<file path="config.mk">
export PLATFORM = sky130hd
export DESIGN_NAME = resp_join_cut
export DESIGN_NICKNAME = d
export VERILOG_FILES = /design/src/rtl/resp_join_cut.sv
export SDC_FILE = /design/constraint.sdc
export NUM_CORES = 1
export LEC_CHECK = 0
export CORE_MARGIN = 4
export CORE_UTILIZATION = 55
export CTS_BUF_LIST = sky130_fd_sc_hd__clkbuf_8
export CTS_CLUSTER_DIAMETER = 50
export CTS_CLUSTER_SIZE = 30
export DETAILED_ROUTE_END_ITERATION = 12
export PLACE_DENSITY = 0.88
export SYNTH_ARGS = -nofsm -noshare
export SYNTH_HDL_FRONTEND = slang
export SYNTH_SLANG_ARGS = --single-unit
export TNS_END_PERCENT = 1
</file>
<file path="constraint.sdc">
create_clock -name clk_i -period 13.62 [get_ports clk_i]
set_input_delay 2.043 -clock clk_i [delete_from_list [all_inputs] [get_ports clk_i]]
set_output_delay 2.043 -clock clk_i [all_outputs]
set_load 0.02 [all_outputs]
</file>
<file path="src/rtl/resp_join_cut.sv">
// Joins per-cluster accelerator responses into a single CVA6 response stream
// and merges per-cluster load/store completion pulses into single pulses.
module resp_join_cut #(
    parameter int NrClusters   = 2,
    parameter int DataWidth    = 64,
    parameter int TransIdWidth = 3,
    parameter int FifoDepth    = 2,
    parameter int MaxPending   = 7
) (
    input  logic                               clk_i,
    input  logic                               rst_ni,
    input  logic [NrClusters-1:0]              cl_resp_valid_i,
    output logic [NrClusters-1:0]              cl_resp_ready_o,
    input  logic [NrClusters*DataWidth-1:0]    cl_result_i,
    input  logic [NrClusters*TransIdWidth-1:0] cl_trans_id_i,
    input  logic [NrClusters-1:0]              cl_exc_valid_i,
    input  logic [NrClusters*DataWidth-1:0]    cl_exc_tval_i,
    input  logic [NrClusters-1:0]              cl_store_complete_i,
    input  logic [NrClusters-1:0]              cl_load_complete_i,
    output logic                               resp_valid_o,
    input  logic                               resp_ready_i,
    output logic [DataWidth-1:0]               resp_result_o,
    output logic [TransIdWidth-1:0]            resp_trans_id_o,
    output logic                               resp_exc_valid_o,
    output logic [DataWidth-1:0]               resp_exc_tval_o,
    output logic                               store_complete_o,
    output logic                               load_complete_o,
    output logic                               error_o
);

    localparam int PtrW  = (FifoDepth > 1) ? $clog2(FifoDepth) : 1;
    localparam int CntW  = $clog2(FifoDepth + 1);
    localparam int PendW = $clog2(MaxPending + 1);
    localparam logic [PtrW-1:0]  LastPtr = PtrW'(FifoDepth - 1);
    localparam logic [CntW-1:0]  FullCnt = CntW'(FifoDepth);
    localparam logic [PendW-1:0] MaxCnt  = PendW'(MaxPending);

    logic [DataWidth-1:0]    r_result  [NrClusters][FifoDepth];
    logic [TransIdWidth-1:0] r_trans_id[NrClusters][FifoDepth];
    logic                    r_exc     [NrClusters][FifoDepth];
    logic [DataWidth-1:0]    r_tval    [NrClusters][FifoDepth];

    logic [NrClusters-1:0][PtrW-1:0] r_wptr;
    logic [NrClusters-1:0][PtrW-1:0] r_rptr;
    logic [NrClusters-1:0][CntW-1:0] r_count;

    logic [1:0][NrClusters-1:0][PendW-1:0] r_pend;
    logic [1:0]                            r_complete;
    logic                                  r_error;

    logic [NrClusters-1:0]   w_full;
    logic [NrClusters-1:0]   w_nonempty;
    logic [NrClusters-1:0]   w_push;
    logic                    w_resp_valid;
    logic                    w_pop;

    logic [DataWidth-1:0]    w_head_result[NrClusters];
    logic [TransIdWidth-1:0] w_head_id    [NrClusters];
    logic                    w_head_exc   [NrClusters];
    logic [DataWidth-1:0]    w_head_tval  [NrClusters];

    logic                    w_any_exc;
    logic [DataWidth-1:0]    w_sel_tval;
    logic                    w_id_mismatch;

    logic [1:0][NrClusters-1:0]            w_pulse;
    logic [1:0]                            w_join;
    logic [1:0][NrClusters-1:0]            w_sat;
    logic [1:0][NrClusters-1:0][PendW-1:0] w_pend_next;

    always_comb begin
        for (int i = 0; i < NrClusters; i++) begin
            w_full[i]     = (r_count[i] == FullCnt);
            w_nonempty[i] = (r_count[i] != '0);
            w_push[i]     = cl_resp_valid_i[i] && !w_full[i];
        end
    end

    assign w_resp_valid    = &w_nonempty;
    assign w_pop           = w_resp_valid && resp_ready_i;
    assign cl_resp_ready_o = ~w_full;

    // Payload storage is not reset; outputs are gated by valid instead.
    always_ff @(posedge clk_i) begin
        for (int i = 0; i < NrClusters; i++) begin
            if (w_push[i]) begin
                r_result[i][r_wptr[i]]   <= cl_result_i[i*DataWidth +: DataWidth];
                r_trans_id[i][r_wptr[i]] <= cl_trans_id_i[i*TransIdWidth +: TransIdWidth];
                r_exc[i][r_wptr[i]]      <= cl_exc_valid_i[i];
                r_tval[i][r_wptr[i]]     <= cl_exc_tval_i[i*DataWidth +: DataWidth];
            end
        end
    end

    always_ff @(posedge clk_i or negedge rst_ni) begin
        if (!rst_ni) begin
            r_wptr  <= '0;
            r_rptr  <= '0;
            r_count <= '0;
        end else begin
            for (int i = 0; i < NrClusters; i++) begin
                if (w_push[i]) begin
                    r_wptr[i] <= (r_wptr[i] == LastPtr) ? '0 : r_wptr[i] + 1'b1;
                end
                if (w_pop) begin
                    r_rptr[i] <= (r_rptr[i] == LastPtr) ? '0 : r_rptr[i] + 1'b1;
                end
                if (w_push[i] && !w_pop) begin
                    r_count[i] <= r_count[i] + 1'b1;
                end else if (!w_push[i] && w_pop) begin
                    r_count[i] <= r_count[i] - 1'b1;
                end
            end
        end
    end

    // The lowest-index excepting cluster supplies tval.
    always_comb begin
        w_any_exc     = 1'b0;
        w_sel_tval    = '0;
        w_id_mismatch = 1'b0;
        for (int i = 0; i < NrClusters; i++) begin
            w_head_result[i] = r_result[i][r_rptr[i]];
            w_head_id[i]     = r_trans_id[i][r_rptr[i]];
            w_head_exc[i]    = r_exc[i][r_rptr[i]];
            w_head_tval[i]   = r_tval[i][r_rptr[i]];
        end
        for (int i = 0; i < NrClusters; i++) begin
            if (w_head_exc[i] && !w_any_exc) begin
                w_sel_tval = w_head_tval[i];
            end
            w_any_exc = w_any_exc | w_head_exc[i];
            if (w_head_id[i] != w_head_id[0]) begin
                w_id_mismatch = 1'b1;
            end
        end
    end

    assign resp_valid_o     = w_resp_valid;
    assign resp_result_o    = w_resp_valid ? w_head_result[0] : '0;
    assign resp_trans_id_o  = w_resp_valid ? w_head_id[0] : '0;
    assign resp_exc_valid_o = w_resp_valid && w_any_exc;
    assign resp_exc_tval_o  = w_resp_valid ? w_sel_tval : '0;

    // Index 0 tracks stores, index 1 loads; a pulse arriving this cycle counts toward the join.
    always_comb begin
        w_pulse[0] = cl_store_complete_i;
        w_pulse[1] = cl_load_complete_i;
        for (int k = 0; k < 2; k++) begin
            w_join[k] = 1'b1;
            for (int i = 0; i < NrClusters; i++) begin
                if (r_pend[k][i] == '0 && !w_pulse[k][i]) begin
                    w_join[k] = 1'b0;
                end
            end
            for (int i = 0; i < NrClusters; i++) begin
                w_sat[k][i]       = 1'b0;
                w_pend_next[k][i] = r_pend[k][i];
                if (w_join[k]) begin
                    w_pend_next[k][i] = r_pend[k][i] + PendW'(w_pulse[k][i]) - PendW'(1);
                end else if (w_pulse[k][i]) begin
                    if (r_pend[k][i] == MaxCnt) begin
                        w_sat[k][i] = 1'b1;
                    end else begin
                        w_pend_next[k][i] = r_pend[k][i] + 1'b1;
                    end
                end
            end
        end
    end

    always_ff @(posedge clk_i or negedge rst_ni) begin
        if (!rst_ni) begin
            r_pend     <= '0;
            r_complete <= '0;
            r_error    <= 1'b0;
        end else begin
            r_pend     <= w_pend_next;
            r_complete <= w_join;
            if ((w_resp_valid && w_id_mismatch) || (|w_sat)) begin
                r_error <= 1'b1;
            end
        end
    end

    assign store_complete_o = r_complete[0];
    assign load_complete_o  = r_complete[1];
    assign error_o          = r_error;

endmodule

</file>
* Word level (Yosys, flattened, before mapping) *
Memories as Yosys holds them, arrays and structs flattened.
Index checks and enable logic that the tools add are counted.

cells by class
  $add $sub $neg = 20
  $mul = 0
  div/mod/pow operators = 0
  order comparisons = 6
  eq/ne operators = 11
  shift operators = 0
  multiplexer cells = 83
  bitwise operators = 6
  reduce and logical (&&, ||, !) cells = 45

operators with widths
  cell                 count
  $mux 64              15
  $mux 128             2
  $demux 64 s1         2
  $mux 3               21
  $mux 1               31
  $logic_and 1x1->1    16
  $reduce_bool 2->1    8
  $add 3x1->3          4
  $add 3x1->3 const B  4
  $eq 3x3->1 const B   4
  $logic_not 3->1      4
  $mux 2               6
  $mux 6               2
  $sub 3x1->3 const B  4
  $logic_not 1->1      10
  $reduce_and 2->1     5
  $ge 2x2->1 const B   4
  $ne 2x2->1 const B   4
  $not 1->2            4
  $demux 3 s1          2
  $add 1x1->1 const B  4
  $add 2x1->2 const B  2
  $eq 2x2->1 const B   2
  $lt 2x1->1 const B   2
  other kinds (7)      9

storage, ports and cells
  register bits after elaboration = 23
  latch bits = 0
  RAM bits = 528
  memory bits (read-only) = 0
  bits of input ports = 273
  word-level logic and storage cells = 187
  memories = 4

memory list
  memory      depth  bits a word  read ports  clocked after Yosys merged registers in  wr ports  RTL line  source
  r_result    2      128          1           0                                        2         38        logic [DataWidth-1:0] r_result [NrClusters][FifoDepth];
  r_tval      2      128          2           0                                        2         41        logic [DataWidth-1:0] r_tval [NrClusters][FifoDepth];
  r_trans_id  2      6            2           0                                        2         39        logic [TransIdWidth-1:0] r_trans_id[NrClusters][FifoDepth];
  r_exc       2      2            2           0                                        2         40        logic r_exc [NrClusters][FifoDepth];

* Depth between registers and ports, before layout *
Gate-level depths: netlist of run 1.

  depth after elaboration = 8
  depth in mapped cells = 7

* Worst setup path before layout of run 1 *
Ideal clock, no wire load.

  path type = input to register
  from = in cl_resp_valid_i[0]
  to = mem r_exc[0][1] (netlist name), enable pin
  data arrival time = 7.623 ns
  data required time = 12.995 ns
  path slack = 5.372 ns
  stages = 2
  path buffers = 0
  cell sequence = nand2_1 -> nor2_1

RTL lines
  what         RTL line  source
  from (decl)  12        input logic [NrClusters-1:0] cl_resp_valid_i,
  to (decl)    40

* Final worst setup path of run 1 *
  from = reg r_rptr[0] (netlist name)
  to = out resp_exc_tval_o[5]

between the ends
  longest elaborated chain between the ends = 8
  elaborated cells on any way between the ends = 12
  classes of those cells = mux (9); bitwise (1); reduce/logical (2)

ends and longest elaborated chain
  what                                       RTL line  source
  from (decl)                                44        logic [NrClusters-1:0][PtrW-1:0] r_rptr;
  from (signal, indexed assignment)          106       r_rptr[i] <= (r_rptr[i] == LastPtr) ? '0 : r_rptr[i] + 1'b1;
  $not 1->2 (not written as such) (*)        125, 126
  $mux 1 (not written as such) (3 in a row)  125       w_head_exc[i] = r_exc[i][r_rptr[i]];
  $logic_not 1->1                            129       if (w_head_exc[i] && !w_any_exc) begin
  $logic_and 1x1->1                          129
  $mux 64 (*)                                129
  $mux 64 (*)                                143       assign resp_exc_tval_o = w_resp_valid ? w_sel_tval : '0;
  to (decl)                                  25        output logic [DataWidth-1:0] resp_exc_tval_o,

Every way passes the cells marked *; elsewhere a longest branch is shown, timed or not. The select of a mux whose other input is x is not followed.

==> run_results.csv, run 1 <==
group,metric,value,unit
worst_hold_path,min-delay-start,"r_wptr[0]",
sta,setup_viol,0,
drt,vias,9709,
die,die_h,183,um
global_route,top_usage_layer,"met2",
critical_path,cp-startpoint,"r_rptr[0]",
critical_path,slowest_stage,"dfrtp_4",
sta,skew,0.0467,ns
yosys,yosysTopAreaCellShare,0.712,
clock_tree,cts.sinks,423,
final_layout,final_cell_mix,"edfxtp_1 (400), clkdlybuf4s50_1 (346), mux2i_1 (203)",
clock_tree,clockBufferDepth,3,
yosys,ys_ff_latch,423,
final_layout,mostFrequentLayoutCell,"edfxtp_1",
yosys,synth_area_leaders,"edfxtp_1 (71%), mux2i_1 (12%), dfrtp_1 (3.4%)",
clock_tree,cts_setup_buffers,0,
final_layout,area_delta_synth_final,27.2,%
placed_design,place_congestion,0.790,
placed_design,portBuffers,346,
die,rows,63,
yosys,syn-num-nets,1287,
yosys,ys_warn_count,0,
die,coreArea,30000,sq um
clock_tree,cts_hold_buffers,0,
sta,grt_setup_unrepaired,"false",
pwr,switching_power,1830,uW
drt,drt-total-wl,38.9,mm
die,die_area,33500,sq um
clock_tree,tritoncts,"yes",
drt,routed_via_density,5.54,
outcome,status,"finished, final reports clean",
pwr,switching_share,0.374,
sta,drv_slew,0,
die,start_util,0.563,
global_route,grt_use_total,0.224,
global_route,grt_max_degree,85,
global_route,grt_use_met2,0.403,
yosys,synthesis.area,16900,sq um
drt,final_antenna_net_count,0,
clock_tree,path_clk_slew,0.09,ns
pwr,leakagePower,0.00783,uW
pwr,vdd_drop_max,167,uV
critical_path,max_stage_delay,0.93,ns
critical_path,start_kind,"flop",
sta,max_slew_margin,0.182,
final_layout,drive_above_1_share,0.0611,
sta,finalHoldViolations,0,
critical_path,cp_common_cell,"buf_4",
worst_hold_path,hp-class,"reg -> reg",
critical_path,required,11.58,ns
die,pin_count,411,
placed_design,hpwl,24.9,mm
sta,finalCritPeriodShare,0.478,
clock_tree,cts_resized,0,
clock_tree,h-tree-depth,2,
clock_tree,insertion_delay,0.57,ns
yosys,synth.distinct_cells,35,
run,cap_violations,0,
pwr,p_seq_frac,0.397,
critical_path,r2r_start,"r_count[0]",
global_route,grt_pass1_vias,10600,
global_route,grt_antenna_before_repair,5,
pwr,power.combinational.fraction,0.441,
drt,drt_first_pass_iters,7,
sta,period_needed,6.51,ns
sta,setup_tns,0,ns
final_layout,fin_cells,1754,
drt,drt_iter0_markers,656,
global_route,grtUsageMet1,0.261,
clock_tree,clk_root_buffer_cell,"clkbuf_8",
global_route,grt.met3_usage,0.0484,
yosys,synth.largest_area_cell,"edfxtp_1",
sta,max_slew.worst_pin.slew,1.22,ns
critical_path,cp_cell_sequence,"mux2i_4 > buf_4 > nand2b_2 > buf_4 > o22a_1 > nor2_1 > clkdlybuf4s50_1",
critical_path,crit_type,"reg -> out",
critical_path,cp-end-kind,"output port",
die,fp.dieW,183,um
yosys,syn_avg_cell_area,17.0,sq um
critical_path,path_max_fanout,66,
drt,route.detailed.drc,0,
pwr,p_per_area,227,nW/um^2
sta,fmax,154,MHz
clock_tree,numCtsBuffers,36,
global_route,grt_pass1_wl,58.1,mm
yosys,synth.yosys.seq_area_share,0.746,
yosys,syn_inst,992,
pwr,p_int,3050,uW
pwr,p_clk_frac,0.162,
placed_design,dp_cells,1686,
final_layout,final_nets,1629,
global_route,grt_overflow,0,
critical_path,arrival,4.47,ns
drt,wl_per_cell,22.2,um
## power by group through the flow
stage	sequential [uW]	combinational [uW]	clock (uW)
after floorplan	1920	1350	0
after global placement	1940	2120	0
after detailed placement	1970	2160	0
after CTS	1940	2180	808
after global routing	1960	2290	864
final	1930	2150	789
## Yosys cell counts (all sizes together)
library cell,count
or4,1
edfxtp,400
dfrtp,23
a211oi,1
nand3b,1
nor3b,1
buf,41
nor2,146
mux2i,204
and3,2
o22a,64
o211ai,1
o22ai,2
nand2,3
o211a,2
clkbuf,12
xor2,4
nand3,3
inv,18
ha,22
mux2,3
nor2b,3
a31oi,2
or3,2
a21oi,10
nand2b,4
a22oi,3
xnor2,14
## stage by stage
| stage | instance area, sq um | utilization | power, uW | setup WS [ns] | hold WS, ns |
|---|---|---|---|---|---|
| global placement | 20600 | 0.688 | 4060 | 7.67 | 0.479 |
| global route | 21500 | 0.716 | 5120 | 6.86 | 0.578 |
| floorplan | 16900 | - | 3270 | 5.37 | 0.461 |
| detailed placement | 20600 | 0.688 | 4120 | 7.66 | 0.543 |
| CTS | 21400 | 0.716 | 4920 | 7.03 | 0.560 |
| finish | 21500 | 0.716 | 4870 | 7.11 | 0.556 |
## state kept, by name (all words and copies together), names as in the netlist
register / count
r_tval: 256
r_result: 128
r_pend: 12
r_trans_id: 12
r_count: 4
r_exc: 4
r_complete: 2
r_rptr: 2
r_wptr: 2
error_o: 1
## worst paths after layout
kind,endpoint,slack [ns],cells after the start
worst max-delay path,resp_exc_tval_o[5],7.11,7
worst min-delay path,r_wptr[0],0.56,1
worst max register to register,r_result[0][20],10.79,3
worst min register to register,r_wptr[0],0.56,1
max in group asynchronous,r_rptr[0],10.76,1
min in group asynchronous,r_pend[0],2.09,1
## logic make-up after synthesis
kind of cell	synth area share
flops	0.746
mux	0.123
simple gates	0.0395
compound gates	0.0418
buf+inv	0.0237
fa+ha+maj	0.0163
xor+xnor	0.00935
## layout make-up
cell class	count	area, sq um
diodes	5	12.5
clock buffers	37	509
clock inverters	26	312
fillers	1887	8500
inverters	18	67.6
multi-input cells	498	3930
flip-flops and latches	423	12600
well taps	390	488
repair buffers	357	3550
## per-layer routing
| metal | share of wire | vias to the layer above |
|---|---|---|
| li1 | - | 4463 |
| met3 | 0.066 | 89 |
| met5 | 0 | - |
| met4 | 0.041 | 0 |
| met1 | 0.36 | 4776 |
| met2 | 0.53 | 381 |
## critical path: cells and delay by family (launching register included)
family | cells | cell delay, ns
flops | 1 | 0.93
simple gates | 2 | 0.56
compound gates | 1 | 0.30
mux | 1 | 0.33
buf+inv | 3 | 1.73
(Power assumes the default switching activity.)
==> run 2, diff against run 1 <==
--- a/config.mk
+++ b/config.mk
@@ -6,12 +6,12 @@
 export NUM_CORES = 1
 export LEC_CHECK = 0
 export CORE_MARGIN = 4
-export CORE_UTILIZATION = 55
+export CORE_UTILIZATION = 46
 export CTS_BUF_LIST = sky130_fd_sc_hd__clkbuf_8
 export CTS_CLUSTER_DIAMETER = 50
 export CTS_CLUSTER_SIZE = 30
 export DETAILED_ROUTE_END_ITERATION = 12
-export PLACE_DENSITY = 0.88
+export PLACE_DENSITY = 0.78
 export SYNTH_ARGS = -nofsm -noshare
 export SYNTH_HDL_FRONTEND = slang
 export SYNTH_SLANG_ARGS = --single-unit
==> constraint.sdc (replaced) <==
create_clock -name clk_i -period 5.85 [get_ports clk_i]
set_input_delay 0.8775 -clock clk_i [delete_from_list [all_inputs] [get_ports clk_i]]
set_output_delay 0.8775 -clock clk_i [all_outputs]
set_load 0.02 [all_outputs]
==> run_results.csv, run 2 (synthesis gave the netlist of run 1 again) <==
group,metric,value,unit
sta,setup_tns,0,ns
pwr,fin_total_pwr,11400,uW
drt,final_antenna_net_count,0,
sta,fin_hold_ws,0.488,ns
clock_tree,tritoncts,"yes",
global_route,grt_overflow,0,
placed_design,hpwl,23.7,mm
final_layout,largest_register_ffs,256,
critical_path,slowest_stage,"dfrtp_4",
sta,finalCritPeriodShare,0.758,
die,rows,69,
critical_path,path_buf_inv,2,
clock_tree,clockBufferDepth,3,
drt,drt_first_pass_iters,5,
final_layout,final_nets,1634,
clock_tree,numCtsBuffers,41,
clock_tree,cts_hold_buffers,0,
final_layout,drive_above_1_share,0.0657,
pwr,switching_share,0.374,
pwr,vdd_drop_max,425,uV
run,cap_violations,0,
critical_path,cp_cell_sequence,"mux2i_1 > nand2b_2 > buf_4 > o22a_1 > nor2_1 > clkdlybuf4s50_1",
sta,fmax,225,MHz
critical_path,path_max_fanout,64,
drt,route.detailed.drc,0,
final_layout,fill_cells,2725,
pwr,p_clk_frac,0.167,
drt,drt-total-wl,38.8,mm
pwr,leakagePower,0.00786,uW
die,pin_count,411,
clock_tree,cts.sinks,423,
global_route,grt_pass1_vias,10200,
global_route,grt_use_total,0.188,
die,start_util,0.471,
die,coreArea,35800,sq um
final_layout,fin_cells,1840,
critical_path,start_kind,"flop",
global_route,grt_max_degree,133,
die,fp.dieW,199,um
clock_tree,cts_setup_buffers,0,
clock_tree,cts_resized,0,
critical_path,crit_type,"reg -> out",
die,die_h,199,um
final_layout,final_cell_mix,"edfxtp_1 (400), clkdlybuf4s50_1 (346), mux2i_1 (203)",
clock_tree,clk_root_buffer_cell,"clkbuf_8",
sta,setup_viol,0,
drt,vias,9616,
clock_tree,h-tree-depth,2,
critical_path,arrival,3.56,ns
critical_path,crit_family,"buffers and inverters",
die,die_area,39800,sq um
critical_path,cp-end-kind,"output port",
drt,drt_iter0_markers,563,
outcome,status,"finished, final reports clean",
placed_design,dp_cells,1757,
drt,wl_per_cell,21.1,um
sta,drv_slew,0,
final_layout,mostFrequentLayoutCell,"edfxtp_1",
sta,max_slew.worst_pin.slew,1.15,ns
pwr,p_int,7150,uW
pwr,p_seq_frac,0.393,
placed_design,place_congestion,0.767,
clock_tree,path_clk_slew,0.09,ns
placed_design,portBuffers,346,
sta,grt_setup_unrepaired,"false",
sta,skew,0.0207,ns
critical_path,max_stage_delay,0.84,ns
critical_path,required,4.97,ns
worst_hold_path,hp-class,"reg -> reg",
sta,max_slew_margin,0.228,
pwr,switching_power,4280,uW
pwr,power.combinational.fraction,0.439,
final_layout,area_delta_synth_final,28.3,%
sta,period_needed,4.44,ns
sta,finalHoldViolations,0,
pwr,p_per_area,528,nW/um^2
drt,routed_via_density,5.23,
global_route,grt_antenna_before_repair,6,
clock_tree,insertion_delay,0.58,ns
global_route,grt_pass1_wl,58.0,mm
==> run 2: path summary, 6_finish.rpt <==
kind,startpoint,endpoint,slack [ns],cells after the start
worst max register to register,r_rptr[0],error_o,3.29,5
max in group asynchronous,rst_ni,r_rptr[0],4.20,1
min in group asynchronous,rst_ni,error_o,0.89,1
worst max-delay path,r_rptr[1],resp_exc_tval_o[27],1.41,6
worst min register to register,error_o,error_o,0.49,1
worst min-delay path,error_o,error_o,0.49,1
==> run 2: metrics by stage <==
stage | worst slack (ns) | instance area [sq um] | utilization
2_1_floorplan | 0.996 | 16900 | -
3_3_place_gp | 2.02 | 20700 | 0.579
3_5_place_dp | 2.03 | 20700 | 0.579
4_1_cts | 1.36 | 21600 | 0.604
5_1_grt | 1.22 | 21600 | 0.604
6_report | 1.41 | 21600 | 0.604
==> run 2: area by class of cell <==
cell class              instances  area (sq um)  share of cell area
diodes                          9          22.5             0.00104
clock buffers                  43           592              0.0273
clock inverters                31           287              0.0132
inverters                      18          67.6             0.00312
multi-input cells             498          3930               0.181
flip-flops and latches        423         12600               0.582
well taps                     461           577              0.0266
repair buffers                357          3580               0.166
==> run 2: worst register-to-register path, cell delays in order, from the launching register on <==
cell and delay, ns:
dfrtp_4 0.89, buf_12 0.46, mux2i_1 0.39, xnor2_1 0.19, a31oi_1 0.16, or3_1 0.36
==> run 2: routing by layer <==
metal | up-vias | share of wire | global-route usage
met5 | - | 0.0012 | 0
li1 | 4469 | - | -
met2 | 296 | 0.51 | 0.322
met4 | 6 | 0.034 | 0.0735
met1 | 4768 | 0.38 | 0.232
met3 | 77 | 0.070 | 0.0470
==> run 2: power by group through the flow <==
| stage | Combinational (uW) | Sequential (uW) | Clock [uW] |
|---|---|---|---|
| 3_5_place_dp | 5070 | 4570 | 0 |
| 6_report | 5020 | 4490 | 1910 |
| 5_1_grt | 5380 | 4560 | 2110 |
| 4_1_cts | 5090 | 4500 | 1970 |
| 2_1_floorplan | 3150 | 4440 | 0 |
| 3_3_place_gp | 5020 | 4530 | 0 |
==> run 3, diff against run 2 <==
==> constraint.sdc (replaced) <==
create_clock -name clk_i -period 3.58 [get_ports clk_i]
set_input_delay 0.537 -clock clk_i [delete_from_list [all_inputs] [get_ports clk_i]]
set_output_delay 0.537 -clock clk_i [all_outputs]
set_load 0.02 [all_outputs]
==> run_results.csv, run 3 (synthesis gave the netlist of run 1 again) <==
group,metric,value,unit
outcome,status,"finished, final reports clean",
final_layout,multiInputGateArea,3930,sq um
clock_tree,tritoncts,"yes",
sta,max_slew.worst_pin.slew,0.803,ns
drt,routed_via_density,5.20,
placed_design,hpwl,24.5,mm
sta,max_slew_margin,0.465,
global_route,grt_use_total,0.187,
final_layout,final_nets,1642,
die,pin_count,411,
final_layout,drive_above_1_share,0.0768,
critical_path,start_kind,"flop",
die,coreArea,35800,sq um
clock_tree,clk_root_buffer_cell,"clkbuf_8",
final_layout,largest_register_ffs,256,
sta,setup_viol,0,
clock_tree,numCtsBuffers,41,
sta,drv_slew,0,
drt,final_antenna_net_count,0,
clock_tree,cts_setup_buffers,0,
final_layout,mostFrequentLayoutCell,"edfxtp_1",
final_layout,fill_cells,2612,
drt,drt_first_pass_iters,4,
drt,wl_per_cell,21.0,um
final_layout,regArea,12600,sq um
placed_design,portBuffers,346,
drt,route.detailed.drc,0,
drt,drt_iter0_markers,413,
clock_tree,cts.sinks,423,
global_route,grt_antenna_before_repair,8,
critical_path,cp-end-kind,"output port",
critical_path,crit_type,"reg -> out",
die,die_area,39800,sq um
global_route,grt_max_degree,133,
pwr,fin_total_pwr,19000,uW
critical_path,path_max_fanout,48,
placed_design,post-place-ws,0.797,ns
critical_path,arrival,2.84,ns
sta,period_needed,3.38,ns
run,cap_violations,0,
sta,grt_setup_unrepaired,"false",
clock_tree,h-tree-depth,2,
global_route,grt_pass1_wl,56.9,mm
global_route,grt_pass1_vias,10100,
sta,worst_slack,0.200,ns
clock_tree,clockBufferDepth,3,
global_route,grt_overflow,0,
clock_tree,cts_resized,0,
sta,finalHoldViolations,0,
die,rows,69,
pwr,p_per_area,870,nW/um^2
sta,fmax,296,MHz
clock_tree,path_clk_slew,0.09,ns
die,start_util,0.471,
final_layout,final_cell_mix,"edfxtp_1 (400), clkdlybuf4s50_1 (346), mux2i_1 (203)",
sta,skew,0.0291,ns
critical_path,required,3.04,ns
placed_design,place_congestion,0.759,
pwr,leakagePower,0.00797,uW
sta,finalCritPeriodShare,0.944,
clock_tree,cts_hold_buffers,0,
die,die_h,199,um
drt,vias,9617,
die,fp.dieW,199,um
clock_tree,insertion_delay,0.61,ns
drt,drt-total-wl,38.8,mm
final_layout,area_delta_synth_final,29.8,%
worst_hold_path,hp-class,"in -> async",
pwr,vdd_drop_max,663,uV
==> run 3: changes by cell type in the layout (fill, tap and decap cells not counted), moves of 2 or more <==
cell	previous run	this run
clkinv_2	2	5
clkinv_1	6	0
inv_6	6	8
diode_2	9	7
buf_12	3	12
==> run 3: final cells by class <==
cell class,count,share of cell area
antenna,7,0.000800
clock buffer,43,0.0270
clock inverter,33,0.0163
inverter,18,0.00309
multi-input combinational,498,0.179
sequential,423,0.575
tap,461,0.0264
timing repair buffer,365,0.172
==> run 3: critical path, cell delays in order (launching register included) <==
cell and delay (ns):
dfrtp_4 0.49, mux2i_4 0.29, nand2b_2 0.19, buf_12 0.23
o22a_1 0.24, nor2_1 0.14, clkdlybuf4s50_1 0.64
==> run 3: worst paths after layout <==
| check | start | endpoint | slack, ns | depth (start not counted) |
|---|---|---|---|---|
| min in group clk_i | error_o | error_o | 0.48 | 1 |
| worst min register to register | error_o | error_o | 0.48 | 1 |
| max in group asynchronous | rst_ni | r_rptr[0] | 3.01 | 2 |
| worst max-delay path | r_rptr[0] | resp_exc_tval_o[53] | 0.20 | 6 |
| worst max register to register | r_count[0] | r_count[1] | 1.26 | 8 |
| worst min-delay path | rst_ni | error_o | 0.29 | 2 |
==> run 3: routing by layer <==
| metal | vias to the layer above | global-route usage | share of wire |
|---|---|---|---|
| li1 | 4492 | - | - |
| met1 | 4748 | 0.227 | 0.39 |
| met2 | 298 | 0.323 | 0.52 |
| met3 | 73 | 0.0435 | 0.061 |
| met4 | 6 | 0.0772 | 0.031 |
| met5 | - | 0 | 0.0011 |
==> run 3: report_power, final <==
group | switching, uW | leakage [uW] | internal, uW
clock network | 1830 | 0.000470 | 1460
registers | 358 | 0.00397 | 6780
logic | 4910 | 0.00353 | 3720
==> run 3: stage by stage <==
stage	cell area, sq um	cells	utilization	TNS, ns	hold WS, ns
2_1_floorplan	16900	992	-	-135.58	0.241
3_3_place_gp	20900	1765	0.584	0	0.479
3_5_place_dp	20900	1765	0.584	0	0.472
4_1_cts	21900	1841	0.610	0	0.237
5_1_grt	21900	1846	0.611	0	0.303
6_report	21900	1848	0.611	0	0.294
